**config.mk**
```make
export PLATFORM = sky130hd
export DESIGN_NAME = pipe_stage_reg
export DESIGN_NICKNAME = d
export VERILOG_FILES = /design/src/rtl/pipe_stage_reg.sv
export SDC_FILE = /design/constraint.sdc
export NUM_CORES = 1
export LEC_CHECK = 0
export ABC_CLOCK_PERIOD_IN_PS = 2600
export BUFFER_PORTS_ARGS = -buffer_cell sky130_fd_sc_hd__buf_2
export CAP_MARGIN = 5
export CORE_MARGIN = 2
export CORE_UTILIZATION = 47
export DETAILED_ROUTE_END_ITERATION = 16
export PLACE_DENSITY = 0.75
export SYNTH_ARGS = -nofsm -noshare
export SYNTH_HDL_FRONTEND = slang
export SYNTH_SLANG_ARGS = --single-unit
```
**constraint.sdc**
```tcl
create_clock -name i_clk -period 2.6 [get_ports i_clk]
set_clock_uncertainty 0.15 [all_clocks]
set_input_delay 0.52 -clock i_clk [delete_from_list [all_inputs] [get_ports i_clk]]
set_output_delay 0.52 -clock i_clk [all_outputs]
set_load 0.05 [all_outputs]
```
**src/rtl/pipe_stage_reg.sv**
```systemverilog
// Elastic pipeline-stage register: valid/ready handshake, optional 2-entry skid, stall/flush.
// Perf counters compiled only when PIPE_STAGE_PERF_EN is defined; otherwise tied to 0.
module pipe_stage_reg #(
   parameter int unsigned      WIDTH     = 32,
   parameter logic [WIDTH-1:0] CLR_VALUE = '0,
   parameter int unsigned      SKID      = 1,
   parameter int unsigned      CNT_W     = 16
) (
   input  logic             i_clk,
   input  logic             i_rst_n,
   input  logic             i_valid,
   output logic             o_ready,
   input  logic [WIDTH-1:0] i_data,
   output logic             o_valid,
   input  logic             i_ready,
   output logic [WIDTH-1:0] o_data,
   input  logic             i_stall,
   input  logic             i_flush,
   output logic [1:0]       o_occupancy,
   output logic [CNT_W-1:0] o_stall_cnt,
   output logic [CNT_W-1:0] o_flush_cnt
);

   logic             main_vld_q, main_vld_d;
   logic [WIDTH-1:0] main_q, main_d;
   logic             skid_vld_q, skid_vld_d;
   logic [WIDTH-1:0] skid_q, skid_d;
   logic             acc, xfer_out;

   // With the skid, o_ready depends only on flops and the stall gate, never on i_ready.
   if (SKID != 0) begin : g_rdy_skid
      assign o_ready = ~skid_vld_q & ~i_stall;
   end else begin : g_rdy_single
      assign o_ready = (~main_vld_q | i_ready) & ~i_stall;
   end

   assign acc      = i_valid & o_ready;
   assign xfer_out = main_vld_q & i_ready & ~i_stall;

   always_comb begin
      main_vld_d = main_vld_q;
      main_d     = main_q;
      skid_vld_d = skid_vld_q;
      skid_d     = skid_q;
      if (i_flush) begin
         main_vld_d = 1'b0;
         main_d     = CLR_VALUE;
         skid_vld_d = 1'b0;
      end else if (SKID != 0) begin
         if (xfer_out) begin
            // Skid is always younger than main, so it refills main first.
            if (skid_vld_q) begin
               main_d     = skid_q;
               skid_vld_d = 1'b0;
            end else if (acc) begin
               main_d = i_data;
            end else begin
               main_vld_d = 1'b0;
            end
         end else if (acc) begin
            if (main_vld_q) begin
               skid_d     = i_data;
               skid_vld_d = 1'b1;
            end else begin
               main_d     = i_data;
               main_vld_d = 1'b1;
            end
         end
      end else begin
         if (acc) begin
            main_d     = i_data;
            main_vld_d = 1'b1;
         end else if (xfer_out) begin
            main_vld_d = 1'b0;
         end
      end
   end

   always_ff @(posedge i_clk or negedge i_rst_n) begin
      if (!i_rst_n) begin
         main_vld_q <= 1'b0;
         main_q     <= CLR_VALUE;
         skid_vld_q <= 1'b0;
         skid_q     <= '0;
      end else begin
         main_vld_q <= main_vld_d;
         main_q     <= main_d;
         skid_vld_q <= skid_vld_d;
         skid_q     <= skid_d;
      end
   end

   assign o_valid     = main_vld_q;
   assign o_data      = main_q;
   assign o_occupancy = {1'b0, main_vld_q} + {1'b0, skid_vld_q};

`ifdef PIPE_STAGE_PERF_EN
   logic [CNT_W-1:0] stall_cnt_q, stall_cnt_d;
   logic [CNT_W-1:0] flush_cnt_q, flush_cnt_d;

   // Saturating counters: they stop at all-ones rather than wrap.
   always_comb begin
      stall_cnt_d = stall_cnt_q;
      flush_cnt_d = flush_cnt_q;
      if (main_vld_q && !(i_ready && !i_stall) && (stall_cnt_q != '1))
         stall_cnt_d = stall_cnt_q + 1'b1;
      if (i_flush && (o_occupancy != 2'd0) && (flush_cnt_q != '1))
         flush_cnt_d = flush_cnt_q + 1'b1;
   end

   always_ff @(posedge i_clk or negedge i_rst_n) begin
      if (!i_rst_n) begin
         stall_cnt_q <= '0;
         flush_cnt_q <= '0;
      end else begin
         stall_cnt_q <= stall_cnt_d;
         flush_cnt_q <= flush_cnt_d;
      end
   end

   assign o_stall_cnt = stall_cnt_q;
   assign o_flush_cnt = flush_cnt_q;
`else
   assign o_stall_cnt = '0;
   assign o_flush_cnt = '0;
`endif

endmodule

```
==> metrics.md <==
| Metric | Value |
|---|---|
| Final period util | `0.781` |
| Worst path max stage delay | `between 0.4 and 0.5 ns` |
| Sequential area share after synthesis | `0.517` |
| Number of synthesized register bits | `66` |
| H-tree Lvls | `3` |
| Port bufs | `73` |
| GRT Total Usage | `0.176` |
| Max Root-Sink Buffers | `2` |
| Clock net sink count | `between 60 and 70` |
| Crit path cell chain | `ha_1, buf_2` |
| Leakage | `about 2.2 nW` |
| CP top delay family | `flip-flops` |
| Hold/Removal Path Class | `in -> async` |
| CP max FO | `7` |
| Max Clk Rate | `between 0.4 and 0.5 GHz` |
| Pre-CTS WS | `roughly 0.68 ns` |
| Layout area overhead | `17.8%` |
| Worst Setup End Kind | `output pin` |
| Hold Vio Cnt, Final | `0` |
| Slowest-stage cell, CP | `dfrtp_1` |
| Core ar. | `roughly 6700 um^2` |
| DRT Pass-1 Iters | `4` |
| Ratio of cells with drive above 1 in the final layout | `0.440` |
| Routability cong. | `roughly 0.74` |
| WS Path Type | `reg -> out` |
| Initial Util | `0.478` |
| DRC viols | `0` |
| Worst-skew pair later-pin latency | `roughly 0.33 ns` |
| Area leader, netlist | `dfrtp_1` |
| RSZ-0062 raised after global routing | `no` |
| Cts repair resizes | `0` |
| FP Rows | `30` |
| Max Cap Viol | `0` |
| I/O pin total | `around 110` |
| Setup violators final | `0` |
| N_diodes | `0` |
| Relative max-transition margin | `0.616` |
| Cts bufs inserted | `9` |
| Final nets | `about 340` |
| Ys flop type | `dfrtp_1` |
| EDFF count, synth | `0` |
| Synth Warn # | `0` |
| Worst path bufs/invs | `1` |
| Mapped cell area | `approximately 3200 um^2` |
| DR vias/cell | `approximately 5` |
| WP data required | `approximately 1.9 ns` |
| Post-CTS Setup Bufs | `0` |
| Reg clk slew, reported paths | `~0.07 ns` |
| Worst Path Arrival | `around 1.4 ns` |
| Status | `complete, no violations` |
| CTS Hold Bufs | `0` |
| Die W | `approximately 86 um` |
| Final WL | `approximately 6 mm` |
| Crit path time final | `around 2 ns` |
| Top cell type's share of synthesized area | `0.517` |
| Congestion Overflow GR | `0` |
| First-pass GRT wire length | `between 10 and 15 mm` |
| Detailed Place HPWL | `4.28 mm` |
| Cell variety after synth | `22` |
| 1st-iter DRT viols | `58` |
| Crit start category | `register` |
| Final TNS setup | `0 ns` |
| Die area | `7470 um^2` |
| Slew Limit Fails | `0` |
| Hold slack | `0.0315 ns` |
| Syn Area/Cell | `14.3 um^2` |
| Die Y | `between 80 and 90 um` |
| Asr flop ratio synth | `1.00` |
| Top-count cell post-synth | `dfrtp_1` |
| Via Count | `between 1.5k and 2k` |
| Worst slew pin tran | `between 0.5 and 0.6 ns` |
| Largest net degree at the start of global routing | `25` |
| Worst vdd ir | `0.387 mV` |
| Syn Inst Count | `roughly 220` |
| Synth area leaders | `dfrtp_1 52%, mux2_4 14%, mux2i_1 10%` |
| Initial antenna violation count | `0` |
| Top post-synthesis cells by count | `66 x dfrtp_1, 35 x buf_4, 32 x mux2i_1, 32 x o2bb2ai_1, 30 x mux2_4` |
| Final ANT Viol Nets | `0` |
| CTS tree | `yes` |
| Pwr dens | `between 700 and 800 nW/um^2` |
| Vias in the first global route | `around 2k` |
| WL per Instance | `between 15 and 20 um` |
| Root Buffer | `clkbuf_8` |
| Final Worst Setup Slack | `~0.57 ns` |
-- logic make-up (layout without fill, tap and decap cells) --
logic type | after synthesis | in the layout | synth area share
AO/OA/AOI/OAI | 37 | 37 | 0.103
adder cells (fa/ha/maj) | 1 | 1 | 0.00392
buffers and inverters | 46 | 100 | 0.105
flip-flops | 66 | 66 | 0.517
multiplexers | 65 | 65 | 0.252
other | 1 | 32 | 0.00117
AND/OR/NAND/NOR | 8 | 8 | 0.0176
-- report_power, final --
group / leakage (nW) / switching [mW] / internal (mW)
Combinational: 1.21 / 0.319 / 0.192
Clock: 0.112 / 0.407 / 0.568
Sequential: 0.883 / 0.0674 / 1.14
Total: 2.21 / 0.793 / 1.90
-- worst paths after layout --
| kind | startpoint | endpoint | slack [ns] | depth (start not counted) |
|---|---|---|---|---|
| max in group asynchronous | i_rst_n | skid_q[10] | 1.56 | 2 |
| setup / recovery | o_valid | o_occupancy[0] | 0.57 | 2 |
| hold reg to reg | o_data[6] | o_data[6] | 0.34 | 1 |
| setup reg to reg | skid_vld_q | o_data[20] | 0.90 | 4 |
| min in group i_clk | i_ready | skid_vld_q | 0.26 | 2 |
| hold / removal | i_rst_n | o_data[21] | 0.03 | 1 |
-- registers in the layout, summed over array words and instances (netlist names) --
name,flops
o_data,32
skid_vld_q,1
skid_q,32
o_valid,1
-- cell type report --
type | count | area, um^2
Clock buffer | 10 | 138
Clock inverter | 6 | 90.1
Multi-Input combinational cell | 143 | 1340
Tap cell | 80 | 100
Sequential cell | 66 | 1650
Fill cell | 586 | 2920
Inverter | 1 | 3.75
Timing Repair Buffer | 83 | 440
-- cells in the final DEF, fill, tap and decap left out, types with 2 or more instances in the layout --
master	Yosys	routed
a21oi_1	2	2
buf_2	7	73
buf_4	35	10
bufinv_16	0	2
clkbuf_8	0	10
clkinv_4	0	2
conb_1	1	32
dfrtp_1	66	66
mux2_2	3	3
mux2_4	30	30
mux2i_1	32	32
nor2_1	2	2
o2bb2ai_1	32	32
-- routing by layer --
layer | routed length, um | GRT usage | up-vias
li1 | - | - | 915
met1 | 2970 | 0.251 | 971
met2 | 2850 | 0.269 | 65
met3 | 310 | 0.0429 | 5
met4 | 46 | 0.0554 | 0
met5 | 0 | 0 | -
-- metrics by stage --
stage	utilization	std cells	area, um^2	power (mW)
final	0.563	389	3760	2.69
after global routing	0.563	389	3760	2.81
after CTS	0.563	389	3760	2.73
after detailed placement	0.529	373	3530	1.74
after global placement	0.529	373	3530	1.72
after floorplan	-	255	3310	1.64
Note: power is estimated with default switching activity, not from simulation.
